--- config.mk ---
export PLATFORM = sky130hd
export DESIGN_NAME = mina_fetch_unit
export DESIGN_NICKNAME = d
export VERILOG_FILES = /design/src/rtl/mina_fetch_unit_pkg.sv /design/src/rtl/mina_sync_fifo.sv /design/src/rtl/mina_fetch_unit.sv
export SDC_FILE = /design/constraint.sdc
export NUM_CORES = 1
export LEC_CHECK = 0
export CAP_MARGIN = 30
export CORE_MARGIN = 2
export CORE_UTILIZATION = 35
export CTS_CLUSTER_SIZE = 10
export DETAILED_ROUTE_END_ITERATION = 10
export HOLD_SLACK_MARGIN = 0.06
export SLEW_MARGIN = 20
export SYNTH_ARGS = -nofsm -noshare
export SYNTH_HDL_FRONTEND = slang
export SYNTH_HIERARCHICAL = 1
export SYNTH_SLANG_ARGS = --single-unit
--- constraint.sdc ---
create_clock -name clk -period 3.15 [get_ports clk]
set_clock_uncertainty 0.15 [all_clocks]
set_input_delay 0.315 -clock clk [delete_from_list [all_inputs] [get_ports clk]]
set_output_delay 0.315 -clock clk [all_outputs]
set_load 0.005 [all_outputs]
--- src/rtl/mina_fetch_unit_pkg.sv ---
// Shared types for the MINAv2 decoupled fetch stage: ID payload, fetch FSM states
// and the instruction address step.
package mina_fetch_unit_pkg;

  localparam int unsigned MINA_INSN_BYTES = 4;
  localparam int unsigned MINA_XLEN       = 32;

  typedef struct packed {
    logic [MINA_XLEN-1:0] ia;
    logic [MINA_XLEN-1:0] ia_plus_4;
    logic [MINA_XLEN-1:0] ir;
  } id_params_t;

  typedef enum logic [1:0] {
    S_IDLE = 2'd0,
    S_HALT = 2'd1,
    S_RUN  = 2'd2
  } fetch_state_e;

  // Sequential instruction address; wraps modulo 2^32.
  function automatic logic [MINA_XLEN-1:0] mina_next_ia(input logic [MINA_XLEN-1:0] ia);
    return ia + MINA_XLEN'(MINA_INSN_BYTES);
  endfunction

endpackage

--- src/rtl/mina_sync_fifo.sv ---
// Synchronous FIFO with async reset, flush and occupancy count.
// Flush wins over push/pop in the same cycle; a push into a full FIFO is accepted only alongside a pop.
module mina_sync_fifo #(
  parameter int unsigned WIDTH = 32,
  parameter int unsigned DEPTH = 4
) (
  input  logic                       clk,
  input  logic                       rst_n,
  input  logic                       push,
  input  logic [WIDTH-1:0]           push_data,
  input  logic                       pop,
  input  logic                       flush,
  output logic [WIDTH-1:0]           pop_data,
  output logic [$clog2(DEPTH+1)-1:0] count,
  output logic                       full,
  output logic                       empty
);

  localparam int unsigned AW = (DEPTH > 1) ? $clog2(DEPTH) : 1;
  localparam int unsigned CW = $clog2(DEPTH + 1);

  logic [WIDTH-1:0] mem_r [DEPTH];
  logic [AW-1:0]    wr_ptr_r;
  logic [AW-1:0]    rd_ptr_r;
  logic [CW-1:0]    count_r;
  logic             do_push_s;
  logic             do_pop_s;

  assign full     = (count_r == CW'(DEPTH));
  assign empty    = (count_r == {CW{1'b0}});
  assign count    = count_r;
  assign pop_data = mem_r[rd_ptr_r];

  always_comb begin
    do_push_s = 1'b0;
    do_pop_s  = 1'b0;
    if (flush) begin
      do_push_s = 1'b0;
      do_pop_s  = 1'b0;
    end else begin
      do_pop_s  = pop && !empty;
      do_push_s = push && (!full || do_pop_s);
    end
  end

  // Storage array; only written on an accepted push.
  always_ff @(posedge clk or negedge rst_n) begin
    if (!rst_n) begin
      for (int i = 0; i < int'(DEPTH); i++) begin
        mem_r[i] <= {WIDTH{1'b0}};
      end
    end else if (do_push_s) begin
      mem_r[wr_ptr_r] <= push_data;
    end
  end

  // Pointers and occupancy; pointers wrap naturally because DEPTH is a power of two.
  always_ff @(posedge clk or negedge rst_n) begin
    if (!rst_n) begin
      wr_ptr_r <= {AW{1'b0}};
      rd_ptr_r <= {AW{1'b0}};
      count_r  <= {CW{1'b0}};
    end else if (flush) begin
      wr_ptr_r <= {AW{1'b0}};
      rd_ptr_r <= {AW{1'b0}};
      count_r  <= {CW{1'b0}};
    end else begin
      if (do_push_s) begin
        wr_ptr_r <= wr_ptr_r + AW'(1);
      end
      if (do_pop_s) begin
        rd_ptr_r <= rd_ptr_r + AW'(1);
      end
      case ({do_push_s, do_pop_s})
        2'b10:   count_r <= count_r + CW'(1);
        2'b01:   count_r <= count_r - CW'(1);
        default: count_r <= count_r;
      endcase
    end
  end

endmodule

--- src/rtl/mina_fetch_unit.sv ---
// Decoupled IF stage: credit-limited IMEM request issue, in-order response capture into a
// prefetch FIFO, ID backpressure, branch redirect with in-flight discard, and halt/drain.
module mina_fetch_unit
  import mina_fetch_unit_pkg::*;
#(
  parameter int unsigned FIFO_DEPTH      = 4,
  parameter int unsigned MAX_OUTSTANDING = 2,
  parameter logic [31:0] INITIAL_IA      = 32'h0000_0000
) (
  input  logic        clk,
  input  logic        rst_n,
  output logic        imem_req_valid,
  input  logic        imem_req_ready,
  output logic [31:0] imem_addr,
  input  logic        imem_rsp_valid,
  input  logic [31:0] imem_rsp_data,
  output logic        id_valid,
  input  logic        id_ready,
  output id_params_t  id_params,
  input  logic        branch_req,
  input  logic [31:0] branch_ia,
  input  logic        halt_req,
  output logic        halt_ack
);

  localparam int unsigned CW  = $clog2(MAX_OUTSTANDING + 1);
  localparam int unsigned FCW = $clog2(FIFO_DEPTH + 1);
  localparam int unsigned PW  = $bits(id_params_t);

  fetch_state_e   state_r;
  fetch_state_e   state_nxt_s;
  logic [31:0]    fetch_ia_r;
  logic [31:0]    rsp_ia_r;
  logic [CW-1:0]  outstanding_r;
  logic [CW-1:0]  outstanding_nxt_s;
  logic [CW-1:0]  drop_cnt_r;
  logic [CW-1:0]  drop_cnt_nxt_s;
  logic [FCW-1:0] fifo_count_s;
  logic           fifo_full_s;
  logic           fifo_empty_s;
  logic           req_valid_s;
  logic           issue_s;
  logic           rsp_s;
  logic           push_s;
  logic           pop_s;
  id_params_t     push_data_s;
  id_params_t     head_s;

  // Credits: in-flight requests plus buffered entries never exceed the FIFO depth.
  assign req_valid_s = (state_r == S_RUN) && !branch_req &&
                       (outstanding_r < CW'(MAX_OUTSTANDING)) &&
                       ((32'(outstanding_r) + 32'(fifo_count_s)) < 32'(FIFO_DEPTH));
  assign issue_s     = req_valid_s && imem_req_ready;
  assign rsp_s       = imem_rsp_valid && (outstanding_r != {CW{1'b0}});
  assign push_s      = imem_rsp_valid && (drop_cnt_r == {CW{1'b0}}) && !branch_req;
  assign pop_s       = id_valid && id_ready;

  assign imem_req_valid = req_valid_s;
  assign imem_addr      = fetch_ia_r;
  assign id_valid       = !fifo_empty_s && !branch_req;
  assign id_params      = head_s;
  assign halt_ack       = (state_r == S_HALT) && (outstanding_r == {CW{1'b0}});

  assign push_data_s.ia        = rsp_ia_r;
  assign push_data_s.ia_plus_4 = mina_next_ia(rsp_ia_r);
  assign push_data_s.ir        = imem_rsp_data;

  mina_sync_fifo #(
    .WIDTH (PW),
    .DEPTH (FIFO_DEPTH)
  ) u_fifo (
    .clk       (clk),
    .rst_n     (rst_n),
    .push      (push_s),
    .push_data (push_data_s),
    .pop       (pop_s),
    .flush     (branch_req),
    .pop_data  (head_s),
    .count     (fifo_count_s),
    .full      (fifo_full_s),
    .empty     (fifo_empty_s)
  );

  // Fetch FSM next-state.
  always_comb begin
    state_nxt_s = state_r;
    case (state_r)
      S_IDLE: state_nxt_s = S_RUN;
      S_RUN: begin
        if (halt_req) begin
          state_nxt_s = S_HALT;
        end else begin
          state_nxt_s = S_RUN;
        end
      end
      S_HALT: begin
        if (!halt_req) begin
          state_nxt_s = S_RUN;
        end else begin
          state_nxt_s = S_HALT;
        end
      end
      default: state_nxt_s = S_IDLE;
    endcase
  end

  // In-flight and discard counters; a branch re-arms discard for everything still in flight.
  always_comb begin
    outstanding_nxt_s = outstanding_r;
    drop_cnt_nxt_s    = drop_cnt_r;
    case ({issue_s, rsp_s})
      2'b10:   outstanding_nxt_s = outstanding_r + CW'(1);
      2'b01:   outstanding_nxt_s = outstanding_r - CW'(1);
      default: outstanding_nxt_s = outstanding_r;
    endcase
    if (branch_req) begin
      drop_cnt_nxt_s = outstanding_r - CW'(rsp_s);
    end else if (imem_rsp_valid && (drop_cnt_r != {CW{1'b0}})) begin
      drop_cnt_nxt_s = drop_cnt_r - CW'(1);
    end else begin
      drop_cnt_nxt_s = drop_cnt_r;
    end
  end

  // State and counter registers.
  always_ff @(posedge clk or negedge rst_n) begin
    if (!rst_n) begin
      state_r       <= S_IDLE;
      outstanding_r <= {CW{1'b0}};
      drop_cnt_r    <= {CW{1'b0}};
    end else begin
      state_r       <= state_nxt_s;
      outstanding_r <= outstanding_nxt_s;
      drop_cnt_r    <= drop_cnt_nxt_s;
    end
  end

  // Request and response address tracking; a redirect resets both streams to the target.
  always_ff @(posedge clk or negedge rst_n) begin
    if (!rst_n) begin
      fetch_ia_r <= INITIAL_IA;
      rsp_ia_r   <= INITIAL_IA;
    end else if (branch_req) begin
      fetch_ia_r <= branch_ia;
      rsp_ia_r   <= branch_ia;
    end else begin
      if (issue_s) begin
        fetch_ia_r <= mina_next_ia(fetch_ia_r);
      end
      if (push_s) begin
        rsp_ia_r <= mina_next_ia(rsp_ia_r);
      end
    end
  end

endmodule
==> implementation parameters, run 1 <==
Parameter                              Value

Die
  Horizontal extent of the die ... 259 um
  Floorplan Core Area ... 64300 sq um
  Initial core utilization ... 0.353
  Vertical die dimension ... 259 um
  Number of rows in the core area ... 93
  I/O pin count ... 202
  Die footprint ... 67000 sq um

STA
  Post-route clock period utilization ... 0.963
  Fin Hold WS ... 145 ps
  Number of setup violations in the final report ... 0
  Total negative setup slack ... 0 ps
  Worst setup margin ... 118 ps
  Worst Max-Slew Pin Slew ... 774 ps
  Slew Limit Fails ... 0
  Unrepaired setup endpoints after global routing ... no
  Total count of hold-check failures in the final report ... 0
  Headroom to the max-slew limit ... 0.484
  Crit path time final ... 3030 ps
  Highest Clock Rate ... 330 MHz

Route
  Routed len/inst ... 21.6 um
  DRT antenna net count ... 0
  Via Count ... 14100
  Length of the first detailed-routing pass in iterations ... 5
  Total Wirelength ... 57.5 mm
  Post-detailed-route DRC marker count ... 0
  Via density per instance ... 5.31
  DR iter-0 viols ... 794

CTS
  Maximum buffer depth of the clock tree ... 3
  Total number of clock tree sinks ... 461
  H-Tree Depth ... 2
  CTS tree ... done
  Skew-Pair Late Insertion Delay ... 600 ps
  Number of clock buffers inserted by TritonCTS ... 54
  Post-CTS clock slew at the launch and capture registers of the worst setup and hold paths ... 60 ps
  Clock root cell ... sky130_fd_sc_hd__clkbuf_16

Pwr
  Combinational share of power ... 0.262
  Clock share of power ... 0.313
  Sequential cell fraction of total power ... 0.424
  Switching power of the nets ... 4.86 mW
  Power Total ... 18.2 mW
  Cell area power density ... 664 nW/um^2
  LEAKAGE ... 12.4 nW
  Internal Dissipation ... 13.3 mW
  Switching portion of total power ... 0.267
  Peak supply drop ... 0.303 mV

Worst hold path
  Class of the tightest hold or removal check ... in -> reg
  Worst min-delay path endpoint ... u_fifo/wr_ptr_r[1]
  Start point of the worst hold path ... branch_req
  Worst hold path depth ... 5

Synthesis
  Average size of a mapped cell ... 14.4 sq um
  Cell area after synthesis ... 22700 sq um
  Number of warnings issued by yosys ... 6
  Cells after Synth ... 1576
  Net count after synthesis ... 1662

Critical path
  R2R cell count ... 8
  Startpoint Class ... flop
  Slowest cell on the critical path ... sky130_fd_sc_hd__mux4_2
  Setup slack of the worst register-to-register path ... 280 ps
  CP Capture Type ... output port
  Cell-by-cell trace of the critical path ... buf_12 > mux4_2 > clkdlybuf4s50_1
  Capture instance of the worst register-to-register path ... u_fifo/count[1]
  Biggest fanout along the worst timing path ... 28
  Longest individual stage delay on the worst path ... 560 ps
  WP data arrival ... 2570 ps
  Worst endpoint required time ... 2680 ps
  Path type of the worst setup path ... reg -> out
  Start of the worst register-to-register path ... u_fifo/count[1]

Placement
  Count of buffers inserted at the top-level ports ... 201
  Half-perimeter wire length after detailed placement ... 38.5 mm
  DP Worst Slack ... 170 ps
  Weighted congestion at the end of routability-driven global placement ... 0.825

Layout
  NumNets Final ... 1875
  Fraction of final layout cells sized beyond drive strength 1 ... 0.341
  Layout Utilization ... 0.426
  Area delta synth->final ... 20.6%
  Fill cells ... 5804
  Inserted Diodes ... 0

Global route
  Global-route wire length before repair ... 91.0 mm
  Overall routing resource usage ... 0.174
  Number of global-route vias before repair ... 14900
  Maximum number of pins on one net before global-route repair ... 87
  GRT overflow ... 0
  Antenna violations before repair ... 0

Run
  Number of max-capacitance violations reported ... 0

Outcome
  Result of the run ... finished clean
## stage by stage
step,instance area [sq um],cells
3_3_place_gp,25800,2585
4_1_cts,27400,2663
2_1_floorplan,22700,1576
3_5_place_dp,25800,2585
5_1_grt,27400,2663
6_report,27400,2663
## final cells by class
cell class              count  area [sq um]  area share
inverters                  31           116     0.00425
repair buffers            273          2890       0.106
clock buffers              72          1530      0.0558
flip-flops and latches    461         11500       0.421
well taps                 855          1070      0.0390
clock inverters             3          36.3     0.00132
multi-input cells         968         10200       0.373
## registers in the layout, summed over array words and instances (netlist names)
name and count:
u_fifo/rd_ptr_r 2, u_fifo/mem_r 384, u_fifo/count 3, drop_cnt_r 2, outstanding_r 2, imem_addr 32
u_fifo/wr_ptr_r 2, rsp_ia_r 32, state_r 2
## worst max-delay path, delay by kind of cell (launching register included)
kind / cells / cell delay, ps
multiplexers: 1 / 560
flip-flops: 1 / 530
buffers and inverters: 2 / 860
## what timing repair did
item,4_1_cts,5_1_grt
pin swaps,0,0
setup buffers,2,0
endpoints found under the hold margin,75,0
endpoints found under the setup margin,41,1
resized for setup,1,1
hold buffers,1,0
## metal layers
metal	up-vias	part of all wire	routed length, um	track usage
met5	-	0	0	0
met4	0	0.016	940	0.0353
met3	69	0.050	2900	0.0346
met2	361	0.47	27200	0.280
met1	7434	0.46	26400	0.244
li1	6284	-	-	-
## cells in the final DEF, fill, tap and decap left out, drive strengths merged, types with 4 or more instances in the layout
master,instances
xor2,20
nand3,54
o31ai,13
or4b,4
o211ai,20
clkbuf,72
nand4,23
a31oi,13
or3,9
mux2i,6
ha,14
nand2,68
mux4,96
dfrtp,461
nor3,13
mux2,385
and3,8
a21boi,4
a21oi,18
xnor2,25
clkdlybuf4s50,199
and2,4
o311ai,4
and4,10
nor2b,8
o21bai,4
o21ai,25
inv,33
a22oi,6
a211oi,4
nor2,37
or4,26
nor4,17
buf,73
## worst max-delay path by stage
stage | start | end | slack (ps) | cells after the start
6_report | u_fifo/rd_ptr_r[0] | id_params[60] | 120 | 3
5_1_grt | u_fifo/rd_ptr_r[0] | id_params[60] | 0.7 | 3
4_1_cts | u_fifo/rd_ptr_r[0] | id_params[60] | 40 | 3
3_5_place_dp | id_ready | u_fifo/count[1] | 170 | 7
3_3_place_gp | id_ready | u_fifo/count[1] | 140 | 7
2_1_floorplan | branch_req | u_fifo/count[1] | 220 | 10
## power by group through the flow
stage	sequential [mW]	combinational [mW]	clock (mW)
after global routing	7.87	5.16	6.16
after global placement	7.73	4.76	0
after floorplan	7.53	2.55	0
final	7.72	4.78	5.70
after detailed placement	7.79	4.86	0
after CTS	7.71	4.88	5.92
(Power assumes the default switching activity.)
==> inputs of run 2 (changes only) <==
--- a/config.mk
+++ b/config.mk
@@ -13,2 +13,3 @@
 export HOLD_SLACK_MARGIN = 0.06
+export MAX_ROUTING_LAYER = met4
 export SLEW_MARGIN = 20
==> constraint.sdc (replaced) <==
create_clock -name clk -period 3.15 [get_ports clk]
set_clock_uncertainty 0.15 [all_clocks]
set_input_delay 0.63 -clock clk [delete_from_list [all_inputs] [get_ports clk]]
set_output_delay 0.63 -clock clk [all_outputs]
set_load 0.005 [all_outputs]
==> run 2 against run 1 <==
- the run now ends with setup timing left
- setup slack worse by 190 ps
- fmax is 5.9% lower
- flip-flop and latch count stayed put
- sequential power hardly changed
- clock power is 0.9% lower
- sequential share of layout area is 0.52 points lower
- register-to-register slack better by 20 ps
- power is 1.5% lower
- core utilization is 0.54 points higher
- via count is 0.17% higher
- die area stayed put
- combinational power is 5.0% lower
==> implementation parameters, run 2 (synthesis results as in run 1) <==
Parameter                              Value

Route
  Total Wirelength ... 58.0 mm
  Length of the first detailed-routing pass in iterations ... 5
  Routed len/inst ... 21.7 um
  Via density per instance ... 5.29
  DRT antenna net count ... 0
  Post-detailed-route DRC marker count ... 0
  DR iter-0 viols ... 853
  Via Count ... 14200

STA
  Crit path time final ... 3220 ps
  Post-route clock period utilization ... 1.02
  Total count of hold-check failures in the final report ... 0
  Worst Max-Slew Pin Slew ... 642 ps
  Number of setup violations in the final report ... 21
  Headroom to the max-slew limit ... 0.572
  Fin Hold WS ... 301 ps
  Total negative setup slack ... -426 ps
  Worst setup margin ... -71.6 ps
  Unrepaired setup endpoints after global routing ... yes
  Slew Limit Fails ... 0
  Highest Clock Rate ... 310 MHz

Critical path
  WP data arrival ... 2440 ps
  Crit path top cell by count ... sky130_fd_sc_hd__buf_12
  Critical path origin ... u_fifo/rd_ptr_r[0]
  CP Capture Type ... output port
  Longest individual stage delay on the worst path ... 540 ps
  Start of the worst register-to-register path ... u_fifo/count[1]
  Capture instance of the worst register-to-register path ... u_fifo/mem_r[240]
  Slowest cell on the critical path ... sky130_fd_sc_hd__mux4_2
  Path type of the worst setup path ... reg -> out
  Biggest fanout along the worst timing path ... 17
  Worst endpoint required time ... 2370 ps
  Cell-by-cell trace of the critical path ... buf_12 > buf_12 > mux4_2 > clkdlybuf4s50_1
  R2R cell count ... 8
  Startpoint Class ... flop
  Setup slack of the worst register-to-register path ... 300 ps

Layout
  Fill cells ... 5741
  Fin cells ... 2677
  Number of flip-flops in the largest register ... 384
  FF/Latch Area ... 11500 sq um
  Area occupied by multi-input gates ... 10200 sq um
  Layout Utilization ... 0.431
  Area delta synth->final ... 22.1%
  Fraction of final layout cells sized beyond drive strength 1 ... 0.351
  NumNets Final ... 1892
  Top library cells by usage in the layout, fill and taps aside ... sky130_fd_sc_hd__dfrtp_1, sky130_fd_sc_hd__mux2_2, sky130_fd_sc_hd__mux2_4
  Largest Register ... u_fifo/mem_r
  Most common cell after layout, fill and taps aside ... sky130_fd_sc_hd__dfrtp_1

Placement
  Total instance count after detailed placement ... 2590
  Half-perimeter wire length after detailed placement ... 38.6 mm
  Weighted congestion at the end of routability-driven global placement ... 0.834
  Count of buffers inserted at the top-level ports ... 201

Pwr
  Combinational share of power ... 0.253
  Power Total ... 17.9 mW
  Internal Dissipation ... 13.0 mW
  Cell area power density ... 646 nW/um^2
  Peak supply drop ... 0.366 mV
  Clock share of power ... 0.315
  Switching portion of total power ... 0.273
  Switching power of the nets ... 4.89 mW
  LEAKAGE ... 12.9 nW
  Sequential cell fraction of total power ... 0.431

Global route
  Global-route wire length before repair ... 90.1 mm
  Overall routing resource usage ... 0.178
  GRT overflow ... 0
  Maximum number of pins on one net before global-route repair ... 80
  Antenna violations before repair ... 1
  Number of global-route vias before repair ... 14800

Die
  I/O pin count ... 202
  Vertical die dimension ... 259 um
  Initial core utilization ... 0.353
  Number of rows in the core area ... 93
  Floorplan Core Area ... 64300 sq um
  Horizontal extent of the die ... 259 um
  Die footprint ... 67000 sq um

Worst hold path
  Start point of the worst hold path ... branch_req
  Class of the tightest hold or removal check ... in -> reg
  Worst hold path depth ... 3
  Worst min-delay path endpoint ... u_fifo/rd_ptr_r[1]

CTS
  Total number of clock tree sinks ... 461
  H-Tree Depth ... 2
  Number of clock buffers inserted by TritonCTS ... 54
  Maximum buffer depth of the clock tree ... 3
  Post-CTS clock slew at the launch and capture registers of the worst setup and hold paths ... 50 ps
  CTS tree ... done
  Skew-Pair Late Insertion Delay ... 600 ps
  Clock root cell ... sky130_fd_sc_hd__clkbuf_16

Outcome
  Failing checks ... setup timing
  Result of the run ... complete, but fails checks

Run
  Number of max-capacitance violations reported ... 0
run 2: timing repair:
action                                 4_1_cts  5_1_grt
hold buffers                                 1        0
pin swaps                                    1        0
setup endpoints to repair                   94       61
setup buffers                                3        6
cloned                                       0        5
gates resized for setup                     42       41
endpoints found under the hold margin       62        0
run 2: layout make-up:
class	count	share of cell area
tap	855	0.0385
antenna	1	0.0000902
inverter	31	0.00419
sequential	461	0.416
clock inverter	8	0.00392
multi-input combinational	968	0.368
clock buffer	63	0.0514
timing repair buffer	290	0.118
run 2: power groups by stage:
stage | sequential, mW | clock [mW] | combinational (mW)
2_1_floorplan | 7.53 | 0 | 2.55
3_5_place_dp | 7.80 | 0 | 4.86
3_3_place_gp | 7.74 | 0 | 4.77
4_1_cts | 7.72 | 5.83 | 4.72
6_report | 7.73 | 5.65 | 4.54
5_1_grt | 7.87 | 6.08 | 4.93
run 2: how the worst max path moves through the flow:
| stage | to | slack (ps) | cells past startpoint |
|---|---|---|---|
| after floorplan | u_fifo/count[1] | 0.4 | 10 |
| after global placement | u_fifo/mem_r[243] | 50 | 7 |
| after detailed placement | u_fifo/mem_r[241] | 60 | 7 |
| after CTS | id_params[49] | -150 | 4 |
| after global routing | id_params[80] | -150 | 4 |
| final | id_params[80] | -70 | 4 |
run 2: per-stage QoR:
step / cell area (sq um) / worst slack (ps)
finish: 27800 / -71.6
global route: 27800 / -153
CTS: 27500 / -154
detailed placement: 25900 / 55.5
global placement: 25900 / 48.1
floorplan: 22700 / 0.413
run 2: metal layers:
| layer | global-route usage | wire length (um) | up-vias |
|---|---|---|---|
| met5 | - | 0 | - |
| met4 | 0.0385 | 939 | 0 |
| met3 | 0.0405 | 3440 | 72 |
| met2 | 0.273 | 27200 | 403 |
| met1 | 0.242 | 26400 | 7384 |
| li1 | - | - | 6313 |
run 2: critical path: cells and delay by family (launching register included):
family	cells	cell delay, ps
buf+inv	3	880
mux	1	540
flops	1	420
==> inputs of run 3 (changes only) <==
CORE_UTILIZATION = 50   (was 35)
PLACE_DENSITY = 0.71   (was default)
==> run 3 against run 2 <==
- the flow now finishes without violations
- register-to-register slack improved by 40 ps
- combinational power fell by 5.3%
- worst hold slack improved by 15 ps
- largest cell class unchanged
- power is 2.6% lower
- global-route usage up 6.4 points
- cell area fell by 1.6%
- clock power is 4.1% lower
- sequential share of layout area up 0.66 points
- critical path type unchanged
- wire length fell by 4.9%
- first-iteration DRC count grew 8.1%
- die area is 30% lower
- fmax is 4.1% higher
==> implementation parameters, run 3 (synthesis results as in run 1) <==
Parameter                              Value

STA
  Crit path time final ... 3090 ps
  Worst setup margin ... 55.8 ps
  Worst Max-Slew Pin Slew ... 682 ps
  Total count of hold-check failures in the final report ... 0
  Slew Limit Fails ... 0
  Headroom to the max-slew limit ... 0.542
  Highest Clock Rate ... 323 MHz
  Fin Hold WS ... 317 ps
  Number of setup violations in the final report ... 0
  Unrepaired setup endpoints after global routing ... yes
  Post-route clock period utilization ... 0.982

Layout
  Largest Register ... u_fifo/mem_r
  Most common cell after layout, fill and taps aside ... sky130_fd_sc_hd__dfrtp_1
  Top library cells by usage in the layout, fill and taps aside ... sky130_fd_sc_hd__dfrtp_1, sky130_fd_sc_hd__mux2_2, sky130_fd_sc_hd__mux2_4
  Fraction of final layout cells sized beyond drive strength 1 ... 0.352
  Area delta synth->final ... 20.2%
  Layout Utilization ... 0.606
  NumNets Final ... 1903
  Number of flip-flops in the largest register ... 384
  Inserted Diodes ... 0

Critical path
  Critical path origin ... u_fifo/rd_ptr_r[0]
  CP Capture Type ... output port
  WP data arrival ... 2310 ps
  Startpoint Class ... flop
  Biggest fanout along the worst timing path ... 17
  Path type of the worst setup path ... reg -> out
  Start of the worst register-to-register path ... rsp_ia_r[3]
  Worst endpoint required time ... 2370 ps

Placement
  Weighted congestion at the end of routability-driven global placement ... 0.879
  Count of buffers inserted at the top-level ports ... 201
  Half-perimeter wire length after detailed placement ... 36.0 mm
  DP Worst Slack ... 83.3 ps

Die
  Horizontal extent of the die ... 217 um
  Number of rows in the core area ... 78
  Initial core utilization ... 0.504
  Vertical die dimension ... 217 um
  Die footprint ... 47200 sq um
  I/O pin count ... 202
  Floorplan Core Area ... 45100 sq um

Pwr
  Peak supply drop ... 0.469 mV
  Switching portion of total power ... 0.269
  Clock share of power ... 0.310
  Combinational share of power ... 0.246
  Switching power of the nets ... 4.70 mW
  Internal Dissipation ... 12.8 mW
  LEAKAGE ... 12.8 nW
  Cell area power density ... 639 nW/um^2
  Sequential cell fraction of total power ... 0.443

Global route
  GRT overflow ... 0
  Maximum number of pins on one net before global-route repair ... 80
  Number of global-route vias before repair ... 14900
  Overall routing resource usage ... 0.242
  Antenna violations before repair ... 0
  Global-route wire length before repair ... 86.5 mm

CTS
  Skew-Pair Late Insertion Delay ... 590 ps
  Post-CTS clock slew at the launch and capture registers of the worst setup and hold paths ... 60 ps
  CTS tree ... done
  Number of clock buffers inserted by TritonCTS ... 53
  H-Tree Depth ... 2
  Maximum buffer depth of the clock tree ... 3
  Total number of clock tree sinks ... 461
  Clock root cell ... sky130_fd_sc_hd__clkbuf_16

Route
  Total Wirelength ... 55.2 mm
  Via Count ... 14300
  DRT antenna net count ... 0
  Via density per instance ... 5.91
  Routed len/inst ... 22.7 um
  DR iter-0 viols ... 922
  Length of the first detailed-routing pass in iterations ... 5
  Post-detailed-route DRC marker count ... 0

Outcome
  Result of the run ... finished clean

Run
  Number of max-capacitance violations reported ... 0

Worst hold path
  Start point of the worst hold path ... branch_req
  Class of the tightest hold or removal check ... in -> reg
==> run 3: power groups by stage <==
stage	clock [mW]	combinational (mW)	sequential (mW)
after floorplan	0	2.55	7.53
after global placement	0	4.61	7.73
after detailed placement	0	4.71	7.81
after CTS	5.55	4.41	7.73
after global routing	5.81	4.64	7.88
final	5.42	4.30	7.74
==> run 3: worst max-delay path, stage by stage (launching register included) <==
cell and delay [ps]:
sky130_fd_sc_hd__dfrtp_4 450, sky130_fd_sc_hd__buf_12 150, sky130_fd_sc_hd__buf_16 200, sky130_fd_sc_hd__mux4_2 600, sky130_fd_sc_hd__dlygate4sd2_1 300
==> run 3: metrics by stage <==
step                TNS, ps  cell area [sq um]  std cells  total power, mW
floorplan                 0              22700       1576             10.1
finish                    0              27300       2429             17.5
CTS                    -748              27200       2418             17.7
global placement          0              25500       2338             12.3
global route          -20.6              27300       2429             18.3
detailed placement        0              25500       2338             12.5
==> run 3: path summary, 6_finish.rpt <==
check,endpoint,slack (ps),depth (start not counted)
min,u_fifo/wr_ptr_r[0],320,3
min in group asynchronous,u_fifo/mem_r[297],430,2
min reg2reg,u_fifo/mem_r[56],340,1
max reg2reg,u_fifo/mem_r[346],340,7
max in group asynchronous,u_fifo/rd_ptr_r[1],1540,3
max,id_params[62],60,4
==> run 3: layout make-up <==
class | instances | area, sq um
sequential | 461 | 11500
timing repair buffer | 302 | 3230
clock inverter | 3 | 22.5
inverter | 31 | 116
fill | 3453 | 17800
clock buffer | 64 | 1430
tap | 600 | 751
multi-input combinational | 968 | 10200
==> run 3: timing repair <==
action | in CTS | in global routing
pin swaps | 0 | 1
setup buffers | 8 | 9
endpoints found under the setup margin | 93 | 24
hold buffers | 1 | 0
hold endpoints to repair | 57 | 0
resized for setup | 90 | 22
gates cloned | 4 | 2
==> run 3: per-layer routing <==
metal | vias to the layer above | share of wire | GRT usage
li1 | 6325 | - | -
met1 | 7453 | 0.44 | 0.331
met2 | 471 | 0.47 | 0.371
met3 | 95 | 0.058 | 0.0386
met4 | 0 | 0.029 | 0.0845
met5 | - | 0 | -
==> RTL edit (settings of run 2) <==
`FIFO_DEPTH`: 4 -> 8.
--- a/src/rtl/mina_fetch_unit.sv
+++ b/src/rtl/mina_fetch_unit.sv
@@ -3,7 +3,7 @@
 module mina_fetch_unit
   import mina_fetch_unit_pkg::*;
 #(
-  parameter int unsigned FIFO_DEPTH      = 4,
+  parameter int unsigned FIFO_DEPTH      = 8,
   parameter int unsigned MAX_OUTSTANDING = 2,
   parameter logic [31:0] INITIAL_IA      = 32'h0000_0000
 ) (
Function: not settled (the Yosys comparison gave no result); the edit may change what the design does.
==> RTL edit against run 2 <==
  * The run still ends with setup timing left
  * Synthesized area rose by 74%
  * Worst setup slack worse by 0.31 ns
  * Power rose by 65%
  * Sequential cell count is 387 higher
  * Synthesized cell count increased by 59%
  * Sequential power up 64%
  * Final area up 80%
  * Routed wire length is 89% higher
  * First-iteration DRC count is 58% higher
  * Clock power grew 88%
  * Critical path type unchanged
  * Largest cell class unchanged
  * Largest power group unchanged
==> RTL edit: results (changes against run 2) <==
- Hold_sp: branch_req
- GPL Wtd Cong: 0.780 (-6.4%)
- Initial DRT Pass Iterations: 4 (-1)
- Placed cell area: 45100 um2 (+74%)
- Hpwl dp: 70400 um (+82%)
- Warnings from Yosys: 6 (unchanged)
- WHS Path Cells: 3 (unchanged)
- Setup_tns: -23.02 ns (-22.59 ns)
- Top reg by flops: u_fifo/mem_r
- 1st-iter DRT viols: 1344 (+58%)
- Final hold vios: 0 (unchanged)
- Syn Nets: 2591 (+56%)
- R2R depth: 13 (+5)
- Number of flip-flops in the largest register: 768 (+100%)
- First-pass GRT wire length: 167000 um (+85%)
- Worst hold path type: in2reg
- Layout cells sized above 1: 55.0% (+20 points)
- Worst skew pair latency: 0.67 ns (+0.07 ns)
- R2R Path Start: u_fifo/count[2]$_DFFE_PN0P_
- Slew margin rel.: 34.4% (-23 points)
- Post-route setup slack: -0.384 ns (-0.312 ns)
- Total GRT Usage: 19.5% (+1.7 points)
- Outcome: complete, but fails checks
- Vias in the first global route: 26346 (+78%)
- RR Endpoint: u_fifo/count[1]$_DFFE_PN0P_
- Hold endpoint: rsp_ia_r[23]$_DFFE_PN0N_
- Largest net degree at the start of global routing: 82 (+2.5%)
- DRT Wirelength: 110000 um (+89%)
- Clock buffer count from CTS: 100 (+85%)
- Critical Path Start: u_fifo/rd_ptr_r[0]$_DFFE_PN0P_
- Vias per cell: 5.26 (-0.68%)
- R2R Setup Slk: 0.07 ns (-0.23 ns)
- P_leak: 23.1 nW (+79%)
- Reg clk slew, reported paths: 0.06 ns
- Worst EP arrival: 2.75 ns (+0.31 ns)
- Diode count: 0 (-1)
- Fin nets: 3033 (+60%)
- Setup Viol. Count Final: 95 (+350%)
- Antenna violations before repair: 1 (unchanged)
- Clk root buf: clkbuf_16
- CTS H-tree depth: 3 (+1)
- Failing checks: setup timing
- Filler instances: 9917 (+73%)
- Hold Slack: 0.237 ns (-0.0644 ns)
- Number of buffers inserted by port buffering: 201 (unchanged)
- Maximum vdd drop: 0.373 mV (+1.9%)
- CP max FO: 6 (-11)
- CTS Buffer Depth: 3 (unchanged)
## RTL edit: what timing repair did
item                                    CTS  global route
endpoints found under the hold margin    42             0
setup buffers                            53            49
gates cloned                             12             3
resized for setup                       384           177
endpoints found under the setup margin  192            99
pin swaps                                 4             2
hold buffers                              1             0
## RTL edit: area by class of cell
type	instances	area [um2]	area share, %
multi-input combinational	1473	17900	35.9
tap	1500	1880	3.76
clock inverter	6	86.3	0.173
inverter	17	63.8	0.128
sequential	848	21200	42.6
timing repair buffer	507	5930	11.9
clock buffer	138	2800	5.61
## RTL edit: worst max path at each step
stage	end	slack [ns]	cells past startpoint
after global placement	u_fifo/mem_r[105]$_DFFE_PN0P_	-0.26	10
after CTS	id_params[85]	-0.53	6
after global routing	id_params[45]	-0.45	8
after floorplan	u_fifo/count[3]$_DFFE_PN0P_	0.01	13
after detailed placement	u_fifo/mem_r[101]$_DFFE_PN0P_	-0.25	9
final	id_params[45]	-0.38	8
## RTL edit: metrics by stage
step                      cells  worst slack (ns)
after CTS                  4446            -0.529
after global placement     4239            -0.263
final                      4489            -0.384
after global routing       4489            -0.451
after floorplan            2505           0.00973
after detailed placement   4239            -0.248
## RTL edit: routing by layer
layer,part of all wire (%),global-route usage (%)
met5,0,-
met1,44,25.4
met2,49,31.3
met4,3.0,6.25
met3,3.8,3.16
## RTL edit: where the power goes
| part | switching (mW) | total, mW | leakage (nW) | internal, mW |
|---|---|---|---|---|
| registers | 0.718 | 12.7 | 11.5 | 12.0 |
| logic | 2.65 | 6.40 | 10.2 | 3.75 |
| clock network | 4.36 | 10.6 | 1.41 | 6.22 |
| total | 7.72 | 29.6 | 23.1 | 21.9 |
## RTL edit: worst max-delay path, stage by stage, from the launching register on
cell and delay [ns]:
dfrtp_4 0.53, buf_16 0.17, buf_12 0.15, buf_16 0.14
buf_12 0.13, buf_8 0.12, mux4_2 0.43, mux2_4 0.28
buf_6 0.13
